## src/rtl/cu_pkg.sv

```systemverilog
// Shared encodings for the control-unit sequencer: states, opcodes, fault codes
// and the opcode-to-state decode used at every dispatch point.
package cu_pkg;

  localparam int STATE_W = 5;

  typedef enum logic [STATE_W-1:0] {
    S_IDLE     = 5'd0,
    S_LOADY    = 5'd1,
    S_LOADX    = 5'd2,
    S_STORE    = 5'd3,
    S_BRANCH   = 5'd4,
    S_ALUREZ   = 5'd5,
    S_MOVY     = 5'd6,
    S_ACCY     = 5'd7,
    S_MOVX     = 5'd8,
    S_ACCX     = 5'd9,
    S_PUSH     = 5'd10,
    S_POPY     = 5'd11,
    S_POPX     = 5'd12,
    S_DONE     = 5'd13,
    S_NOTHING  = 5'd14,
    S_STALL    = 5'd15,
    S_IRQ_SAVE = 5'd16,
    S_IRQ_JMP  = 5'd17,
    S_FAULT    = 5'd18,
    S_RETI     = 5'd19
  } state_e;

  localparam logic [7:0] OP_HALT        = 8'h00;
  localparam logic [7:0] OP_LOAD        = 8'h01;
  localparam logic [7:0] OP_STORE       = 8'h02;
  localparam logic [7:0] OP_BRC_FIRST   = 8'h03;
  localparam logic [7:0] OP_BRC_LAST    = 8'h06;
  localparam logic [7:0] OP_JMP         = 8'h07;
  localparam logic [7:0] OP_MOV         = 8'h10;
  localparam logic [7:0] OP_PUSH        = 8'h1C;
  localparam logic [7:0] OP_EI          = 8'h20;
  localparam logic [7:0] OP_DI          = 8'h21;
  localparam logic [7:0] OP_RETI        = 8'h22;
  localparam logic [7:0] OP_ILLEGAL_MIN = 8'h23;

  localparam logic [1:0] FC_NONE    = 2'b00;
  localparam logic [1:0] FC_TIMEOUT = 2'b01;
  localparam logic [1:0] FC_ILLEGAL = 2'b10;

  // Conditional branches 0x03..0x06 test flags[op-3]; op[1:0]+1 gives that index.
  function automatic state_e decode_op(input logic [7:0] op, input logic reg_s,
                                       input logic acc_s, input logic [3:0] flags);
    state_e nxt;
    nxt = S_NOTHING;
    if (op >= OP_ILLEGAL_MIN)                  nxt = S_FAULT;
    else if (op == OP_HALT)                    nxt = S_DONE;
    else if (op == OP_LOAD)                    nxt = reg_s ? S_LOADY : S_LOADX;
    else if (op == OP_STORE)                   nxt = S_STORE;
    else if (op inside {[OP_BRC_FIRST:OP_BRC_LAST]})
      nxt = flags[2'(op[1:0] + 2'd1)] ? S_BRANCH : S_NOTHING;
    else if (op == OP_JMP)                     nxt = S_BRANCH;
    else if (op inside {[8'h0A:8'h0F], [8'h14:8'h17], 8'h1A, 8'h1B})
      nxt = S_ALUREZ;
    else if (op == OP_MOV) begin
      case ({reg_s, acc_s})
        2'b10:   nxt = S_MOVY;
        2'b11:   nxt = S_ACCY;
        2'b00:   nxt = S_MOVX;
        default: nxt = S_ACCX;
      endcase
    end
    else if (op inside {[8'h11:8'h13]})        nxt = S_STALL;
    else if (op == OP_PUSH)                    nxt = S_PUSH;
    else if (op inside {[8'h1D:8'h1F]})        nxt = reg_s ? S_POPY : S_POPX;
    else if (op == OP_RETI)                    nxt = S_RETI;
    return nxt;
  endfunction

endpackage

```

## src/rtl/cu_stall_timer.sv

```systemverilog
// Counts cycles spent in STALL; expired marks the last cycle the ALU may take.
module cu_stall_timer #(
  parameter int STALL_MAX = 32
) (
  input  logic clk,
  input  logic reset_n,
  input  logic clr,
  input  logic en,
  output logic expired
);

  localparam int CNT_W = (STALL_MAX > 1) ? $clog2(STALL_MAX) : 1;
  localparam logic [CNT_W-1:0] CNT_LAST = CNT_W'(STALL_MAX - 1);

  logic [CNT_W-1:0] cnt_q, cnt_d;

  always_comb begin
    cnt_d = cnt_q;
    if (clr)     cnt_d = '0;
    else if (en) cnt_d = cnt_q + CNT_W'(1);
  end

  always_ff @(posedge clk or negedge reset_n) begin
    if (!reset_n) cnt_q <= '0;
    else          cnt_q <= cnt_d;
  end

  assign expired = (cnt_q == CNT_LAST);

endmodule

```

## src/rtl/cu_sequencer.sv

```systemverilog
// Moore control-unit sequencer: opcode dispatch, ALU stall watchdog,
// illegal-opcode trap and vectored interrupt entry/return.
//
// state     | meaning
// IDLE      | waiting for start, datapath held in reset
// LOADY/X   | load operand register Y / X
// STORE     | store result
// BRANCH    | taken branch or jump
// ALUREZ    | write single-cycle ALU result
// MOVY/X    | move with accumulator on Y / X
// ACCY/X    | accumulate on Y / X
// PUSH      | push onto stack
// POPY/X    | pop into Y / X
// DONE      | halt acknowledged, returns to IDLE
// NOTHING   | no-op (untaken branch, EI, DI, reserved)
// STALL     | waiting on multi-cycle ALU, watchdog running
// IRQ_SAVE  | push return context
// IRQ_JMP   | branch to interrupt vector, acknowledge
// FAULT     | trapped, waits for start
// RETI      | pop return context, re-enable interrupts
module cu_sequencer
  import cu_pkg::*;
#(
  parameter int OPCODE_W  = 6,
  parameter int STALL_MAX = 32,
  parameter int IRQ_EN    = 1
) (
  input  logic                clk,
  input  logic                reset_n,
  input  logic                start,
  input  logic                ALU_ready,
  input  logic                reg_s,
  input  logic                acc_s,
  input  logic [OPCODE_W-1:0] opcode,
  input  logic [3:0]          flags,
  input  logic                irq,
  output logic                move,
  output logic                store,
  output logic                branch,
  output logic                pop,
  output logic                push,
  output logic                stall,
  output logic                str_rez,
  output logic                load_y,
  output logic                load_x,
  output logic                acc_opx,
  output logic                acc_opy,
  output logic                done,
  output logic                reset_cu,
  output logic                vec_sel,
  output logic                irq_ack,
  output logic                ie,
  output logic                fault,
  output logic [1:0]          fault_code,
  output logic [4:0]          state
);

  state_e     state_q, state_d;
  logic       ie_q, ie_d;
  logic [1:0] fault_code_q, fault_code_d;

  logic       dispatch, allow_irq;
  logic       timer_clr, timer_en, timer_expired;
  logic [7:0] op8;
  state_e     decoded;

  assign op8     = 8'(opcode);
  assign decoded = decode_op(op8, reg_s, acc_s, flags);

  cu_stall_timer #(.STALL_MAX(STALL_MAX)) u_stall_timer (
    .clk     (clk),
    .reset_n (reset_n),
    .clr     (timer_clr),
    .en      (timer_en),
    .expired (timer_expired)
  );

  always_comb begin
    state_d      = state_q;
    ie_d         = ie_q;
    fault_code_d = fault_code_q;
    dispatch     = 1'b0;
    allow_irq    = 1'b0;
    timer_en     = 1'b0;

    case (state_q)
      S_IDLE: dispatch = start;
      S_STALL: begin
        timer_en = 1'b1;
        if (ALU_ready) begin
          dispatch  = 1'b1;
          allow_irq = 1'b1;
        end else if (timer_expired) begin
          state_d      = S_FAULT;
          fault_code_d = FC_TIMEOUT;
        end
      end
      S_DONE:     state_d = S_IDLE;
      S_FAULT:    if (start) state_d = S_IDLE;
      S_IRQ_SAVE: state_d = S_IRQ_JMP;
      default: begin
        dispatch  = 1'b1;
        allow_irq = 1'b1;
      end
    endcase

    // Interrupt entry pre-empts decode, including HALT.
    if (dispatch) begin
      if (allow_irq && (IRQ_EN != 0) && ie_q && irq) begin
        state_d = S_IRQ_SAVE;
        ie_d    = 1'b0;
      end else begin
        state_d = decoded;
        if (op8 == OP_EI || op8 == OP_RETI) ie_d = 1'b1;
        else if (op8 == OP_DI)              ie_d = 1'b0;
        if (decoded == S_FAULT) fault_code_d = FC_ILLEGAL;
      end
    end

    timer_clr = dispatch && (state_d == S_STALL);
  end

  always_ff @(posedge clk or negedge reset_n) begin
    if (!reset_n) begin
      state_q      <= S_IDLE;
      ie_q         <= 1'b0;
      fault_code_q <= FC_NONE;
    end else begin
      state_q      <= state_d;
      ie_q         <= ie_d;
      fault_code_q <= fault_code_d;
    end
  end

  assign reset_cu   = (state_q == S_IDLE);
  assign move       = (state_q == S_MOVY) || (state_q == S_MOVX);
  assign store      = (state_q == S_STORE) || (state_q == S_PUSH) || (state_q == S_IRQ_SAVE);
  assign push       = (state_q == S_PUSH) || (state_q == S_IRQ_SAVE);
  assign branch     = (state_q == S_BRANCH) || (state_q == S_IRQ_JMP) || (state_q == S_RETI);
  assign vec_sel    = (state_q == S_IRQ_JMP);
  assign irq_ack    = (state_q == S_IRQ_JMP);
  assign pop        = (state_q == S_POPY) || (state_q == S_POPX) || (state_q == S_RETI);
  assign stall      = (state_q == S_STALL);
  assign str_rez    = (state_q == S_ALUREZ) || (state_q == S_MOVY) || (state_q == S_MOVX);
  assign load_y     = (state_q == S_LOADY) || (state_q == S_POPY);
  assign load_x     = (state_q == S_LOADX) || (state_q == S_POPX);
  assign acc_opy    = (state_q == S_MOVY) || (state_q == S_ACCY);
  assign acc_opx    = (state_q == S_MOVX) || (state_q == S_ACCX);
  assign done       = (state_q == S_DONE);
  assign fault      = (state_q == S_FAULT);
  assign ie         = ie_q;
  assign fault_code = fault_code_q;
  assign state      = state_q;

endmodule

```

## config.mk

```make
export PLATFORM = sky130hd
export DESIGN_NAME = cu_sequencer
export DESIGN_NICKNAME = d
export VERILOG_FILES = /design/src/rtl/cu_pkg.sv /design/src/rtl/cu_stall_timer.sv /design/src/rtl/cu_sequencer.sv
export SDC_FILE = /design/constraint.sdc
export NUM_CORES = 1
export LEC_CHECK = 0
export ABC_CLOCK_PERIOD_IN_PS = 3950
export BUFFER_PORTS_ARGS = -buffer_cell sky130_fd_sc_hd__buf_4
export CAP_MARGIN = 20
export CORE_ASPECT_RATIO = 1.5
export CORE_MARGIN = 2
export CORE_UTILIZATION = 55
export DETAILED_ROUTE_END_ITERATION = 6
export HOLD_SLACK_MARGIN = 0.06
export PLACE_DENSITY_LB_ADDON = 0.08
export SLEW_MARGIN = 20
export SYNTH_ARGS = -nofsm -noshare
export SYNTH_HDL_FRONTEND = slang
export SYNTH_SLANG_ARGS = --single-unit
```

## constraint.sdc

```tcl
create_clock -name clk -period 3.95 [get_ports clk]
set_input_delay 0.9875 -clock clk [delete_from_list [all_inputs] [get_ports clk]]
set_output_delay 0.9875 -clock clk [all_outputs]
set_load 0.01 [all_outputs]
```

==> results of run 1 <==
==> worst max-delay path, cell delays in order <==
cell and delay (ns):
buf_4 0.13, ha_1 0.24, or3_1 0.40, o311ai_1 0.08, o211ai_1 0.17, or3_1 0.38, a21boi_1 0.37, a32oi_1 0.17
==> worst min-delay path by stage <==
stage / slack, ns / endpoint
floorplan: 0.50 / u_stall_timer.cnt_q[4]
global placement: 0.46 / fault_code[1]
detailed placement: 0.47 / fault_code[1]
CTS: 0.48 / fault_code[1]
global route: 0.52 / fault_code[1]
finish: 0.48 / fault_code[1]
==> logic make-up after synthesis <==
group,Yosys count
AOI/OAI and AO/OA,55
adders and majority gates,7
xor gates and xnor gates,5
and+or+nand+nor,92
muxes,2
buffers and inverters,21
DFF,13
==> flip-flops by register name, indices dropped and copies added (netlist names) <==
name,count
fault_code,2
ie,1
state,5
u_stall_timer.cnt_q,5
==> final cells by class <==
type | count | area [um2] | share of cell area
Clock buffer | 4 | 45.0 | 0.0250
Inverter | 7 | 26.3 | 0.0146
Multi-Input combinational cell | 161 | 1060 | 0.587
Sequential cell | 13 | 325 | 0.181
Tap cell | 37 | 46.3 | 0.0257
Timing Repair Buffer | 40 | 300 | 0.167
==> metal layers <==
metal,track usage,vias to the layer above
met5,0,-
met2,0.507,69
li1,-,780
met4,0.207,0
met1,0.286,767
met3,0.0214,14
==> power groups by stage <==
stage               sequential, mW  clock (mW)  combinational, mW
global route                 0.351       0.125              0.687
floorplan                    0.244           0              0.484
detailed placement           0.335           0              0.610
finish                       0.335       0.120              0.620
CTS                          0.333       0.120              0.616
global placement             0.323           0              0.588
==> metrics by stage <==
stage	utilization	cell area [um2]	hold WS, ns	power (mW)	instances
6_report	0.687	1800	0.484	1.07	262
5_1_grt	0.687	1800	0.519	1.16	262
4_1_cts	0.687	1800	0.484	1.07	262
3_5_place_dp	0.670	1750	0.472	0.945	258
3_3_place_gp	0.670	1750	0.465	0.911	258
2_1_floorplan	-	1470	0.500	0.728	195
==> layout by cell type (no fill, tap or decap), drive strengths merged, types with 2 or more instances in the layout <==
| cell | instances |
|---|---|
| buf | 40 |
| nand2 | 22 |
| nor2 | 17 |
| a21oi | 14 |
| dfrtp | 13 |
| nor2b | 10 |
| nor3 | 10 |
| and3 | 7 |
| nand2b | 7 |
| ha | 7 |
| inv | 6 |
| a31oi | 6 |
| o211ai | 5 |
| nand4 | 4 |
| clkbuf | 4 |
| or3 | 4 |
| a32oi | 3 |
| xor2 | 3 |
| a221oi | 3 |
| o21ai | 3 |
| a22oi | 3 |
| and2 | 2 |
| nor4b | 2 |
| o2111ai | 2 |
| o211a | 2 |
| nor3b | 2 |
| o311ai | 2 |
| a21o | 2 |
| or2 | 2 |
| xnor2 | 2 |
| a21boi | 2 |
==> metrics, run 1 <==
Commonest cells post-synth=nand2_1 (22), nor2_1 (17), a21oi_1 (14); first-pass GRT wire length=6500 um; Core Region=~0.0026 mm2; die area=0.00311 mm2; EDFF count, synth=0; final worst-path cycle share=0.717; final worst clock skew=approximately 0.0036 ns; Final Hold Viols=0; post-CTS sizing=0; Arrival @ worst endpoint=2.93 ns; number of global-route vias before repair=1534; pre-CTS setup slack=0.872 ns; clock tree sinks=13; Synth Net Count=219; GP Congestion=0.978; switching power=0.527 mW; count leader, synth=nand2_1; RSZ-0062 raised after global routing=false; Gate power share=0.577; Final Setup Violations=0; Reg2Reg Setup Slack=1.45 ns; run status=complete, no violations; share of post-route cells with drive strength above 1=0.222; Rel. slew slack=0.617; Pins Over Slew Limit=0; Syn Inst Count=195; top_reg_cell synth=dfrtp_1; pin count of the biggest net entering global routing=22; actual slew at the worst max-slew pin=0.574 ns; Worst VDD drop=307 uV; Unique masters post-synth=52; # fillers=224; Synth area leaders=dfrtp_1 (22%), ha_1 (6.0%), nand2_1 (5.6%); initial antenna violation count=0; Total GRT Usage=0.282; CP Capture Type=flop; Die Ht=67.3 um; clock power share=0.111; Initial DRC Count=34; crit path from=opcode[0]; Hold Path Origin=fault_code[1]; post-route ant nets=0; Setup TNS Final=0 ns; multiplexer area fraction after synthesis=0.0221; simple-gate share of the synthesized area=0.330; max cap viols=0; Async SR Flop Fraction=1.00; maximum achievable frequency=~350 MHz; sequential element share of the synthesized area=0.221; FF-to-FF path depth=6; dpl hpwl=~3100 um; aggregate global routing overflow=0; HP Class=flop to flop; hold buffers post-CTS=0; Worst-Skew Late Latency=about 0.24 ns; Mapped Area=about 0.0015 mm2; wl on met1=around 1400 um; Max Root-Sink Buffers=2; Root Driver=clkbuf_8; Post-Route WL=4000 um; Yosys top cell area share=0.221; Initial Util=0.562; final worst setup slack=about 1.1 ns; CTS tree=yes; Reg power frac=0.312; area leader, netlist=dfrtp_1; met3 routed WL=~170 um; layout overhead on the synthesized area=22.3%; CP Class=input pin to flop; synthesized flop and latch total=13; Worst R2R Start=state[1]; Boundary Pins=41; DR vias=~1600; # rows=23; Syn Area/Cell=7.55 um2; CP max FO=6; Sw Ratio=0.490; final net count=250; Synth Area in Adders=0.0595; Startpoint Class=input pin; Crit path required time=4.04 ns; Tmin final=around 2.8 ns; largest family of logic cells by synthesized area=simple AND/OR/NAND/NOR gates; vias per cell=6.22; first-pass iteration count of the detailed router=4; XOR/XNOR share of the synthesized area=0.0298; crit path to=u_stall_timer.cnt_q[1]; diodes inserted=0; reg2reg end=u_stall_timer.cnt_q[1]; compound-cell area share of the yosys netlist=0.276; Top Layer Used=met4; Pwr Density=597 mW/mm2; P_leak=0.801 nW; IO Port Bufs=40; Internal=0.547 mW; metal2 WL=2250 um; worst hold stages=1; chip width=46.2 um; Num CTS Buffers=3; YS warnings=0; H-tree depth=1; DRC viols=0; CTS clock-pin slew for the worst setup and hold paths=0.05 ns; routed length per instance=~15 um; setup repair bufs after CTS=0
Power figures use the tool's default switching activity.
==> inputs of run 2 (changes only) <==
--- a/config.mk
+++ b/config.mk
@@ -5,12 +5,12 @@
 export SDC_FILE = /design/constraint.sdc
 export NUM_CORES = 1
 export LEC_CHECK = 0
-export ABC_CLOCK_PERIOD_IN_PS = 3950
+export ABC_CLOCK_PERIOD_IN_PS = 2650
 export BUFFER_PORTS_ARGS = -buffer_cell sky130_fd_sc_hd__buf_4
 export CAP_MARGIN = 20
 export CORE_ASPECT_RATIO = 1.5
 export CORE_MARGIN = 2
-export CORE_UTILIZATION = 55
+export CORE_UTILIZATION = 52
 export DETAILED_ROUTE_END_ITERATION = 6
 export HOLD_SLACK_MARGIN = 0.06
 export PLACE_DENSITY_LB_ADDON = 0.08
==> constraint.sdc (replaced) <==
create_clock -name clk -period 2.65 [get_ports clk]
set_input_delay 0.6625 -clock clk [delete_from_list [all_inputs] [get_ports clk]]
set_output_delay 0.6625 -clock clk [all_outputs]
set_load 0.01 [all_outputs]
==> run 2 against run 1 <==
Compared with the run above: total power up 59%; sequential share of layout area down 1.3 points; clock skew down 0.0015 ns; via count up 4.7%; sequential power up 27%; cell area up 7.9%; core utilization up 3.9 points; clock-buffer cell count unchanged; die area up 5.3%; critical path type unchanged; critical endpoint unchanged; highest routed layer unchanged.
==> metrics, run 2 (synthesis gave the netlist of run 1 again) <==
run status=complete, no violations; GP Congestion=0.949; Arrival @ worst endpoint=2.60 ns; Core Region=about 0.0027 mm2; most common cell after layout, fill and taps aside=buf_4; final worst-path cycle share=0.922; post-CTS sizing=0; Num CTS Buffers=3; routed length per instance=~15 um; maximum achievable frequency=409 MHz; Final Setup Violations=0; CP max stage cell=o311ai_1; CTS clock-pin slew for the worst setup and hold paths=0.05 ns; actual slew at the worst max-slew pin=roughly 0.68 ns; first-pass GRT wire length=6730 um; DR vias=1707; final worst clock skew=between 0.002 and 0.0025 ns; H-tree depth=1; Final Hold Viols=0; Pins Over Slew Limit=0; aggregate global routing overflow=0; commonest cells after routing, fill and taps aside=buf_4 (59), nand2_1 (22), nor2_1 (17), a21oi_1 (14), dfrtp_1 (13); # rows=23; die area=0.00328 mm2; chip width=47.4 um; CP max FO=5; Worst-Skew Late Latency=0.24 ns; max cap viols=0; most used cell, CP=o311ai_1; hold buffers post-CTS=0; number of global-route vias before repair=roughly 1600; clock tree sinks=13; Root Driver=clkbuf_8; RSZ-0062 raised after global routing=false; first-pass iteration count of the detailed router=4; Tmin final=2.44 ns; WHS=around 0.25 ns; CP Class=input pin to flop; setup repair bufs after CTS=0; crit path cell chain=buf_4 -> ha_1 -> or3_1 -> o311ai_1 -> o211ai_1 -> o311ai_1 -> a22oi_2 -> a32oi_1; DRC viols=0; pin count of the biggest net entering global routing=15; Setup TNS Final=0 ns; initial antenna violation count=0; final net count=269; Die Ht=69.2 um; Pwr Density=about 880 mW/mm2; IO Port Bufs=40; Total GRT Usage=0.272; Initial DRC Count=46; Max Root-Sink Buffers=2; dpl hpwl=around 3400 um; Rel. slew slack=0.545; Boundary Pins=41; Worst VDD drop=415 uV; CP peak stage delay=0.46 ns; Post-Route WL=roughly 4200 um; Reg2Reg Setup Slack=0.22 ns; vias per cell=between 6 and 7; Crit path required time=2.81 ns; CP Capture Type=flop; diodes inserted=0; CTS tree=yes; HP Class=input pin to asynchronous set/reset pin; FF-to-FF path depth=6; post-route ant nets=0; Initial Util=0.550; P_leak=0.891 nW; share of post-route cells with drive strength above 1=0.283; layout overhead on the synthesized area=32.0%; Startpoint Class=input pin
run 2: cell types whose count changed in the layout (fill, tap and decap cells not counted), sizes merged:
cell and delta:
buf +19
run 2: final timing paths:
| path | endpoint | start |
|---|---|---|
| max | u_stall_timer.cnt_q[1] | opcode[0] |
| min in group clk | fault_code[1] | fault_code[1] |
| min reg2reg | fault_code[1] | fault_code[1] |
| max in group asynchronous | fault_code[0] | reset_n |
| max reg2reg | u_stall_timer.cnt_q[1] | state[4] |
| min | ie | reset_n |
run 2: final cells by class:
class,count,area [um2]
Multi-Input combinational cell,161,1060
Fill cell,223,734
Timing Repair Buffer,59,443
Sequential cell,13,325
Tap cell,37,46.3
Clock buffer,4,45.0
Inverter,7,26.3
run 2: where the power goes:
group          switching (mW)  total [mW]  internal (mW)
Sequential              0.143       0.425          0.282
Clock                  0.0684       0.175          0.106
Combinational           0.587        1.10          0.518
run 2: per-layer routing:
layer  vias up  track usage  share of wire
li1        817            -              -
met1       817        0.269           0.35
met2        56        0.492           0.57
met3        17       0.0314          0.033
met4         0        0.151          0.040
met5         -            0              0
run 2: through the flow:
stage | instance area [um2] | utilization | power [mW] | worst slack [ns] | cells
after CTS | 1940 | 0.726 | 1.70 | 0.227 | 281
after global routing | 1940 | 0.726 | 1.85 | 0.0308 | 281
final | 1940 | 0.726 | 1.70 | 0.207 | 281
after detailed placement | 1900 | 0.709 | 1.52 | -0.0281 | 277
after global placement | 1900 | 0.709 | 1.47 | 0.0650 | 277
after floorplan | 1470 | - | 1.09 | 0.245 | 195
run 2: worst max-delay path, delay by kind of cell:
family / cells / cell delay [ns]
adder cells (fa/ha/maj): 1 / 0.25
buffers and inverters: 1 / 0.13
AO/OA/AOI/OAI: 5 / 1.16
AND/OR/NAND/NOR: 1 / 0.40
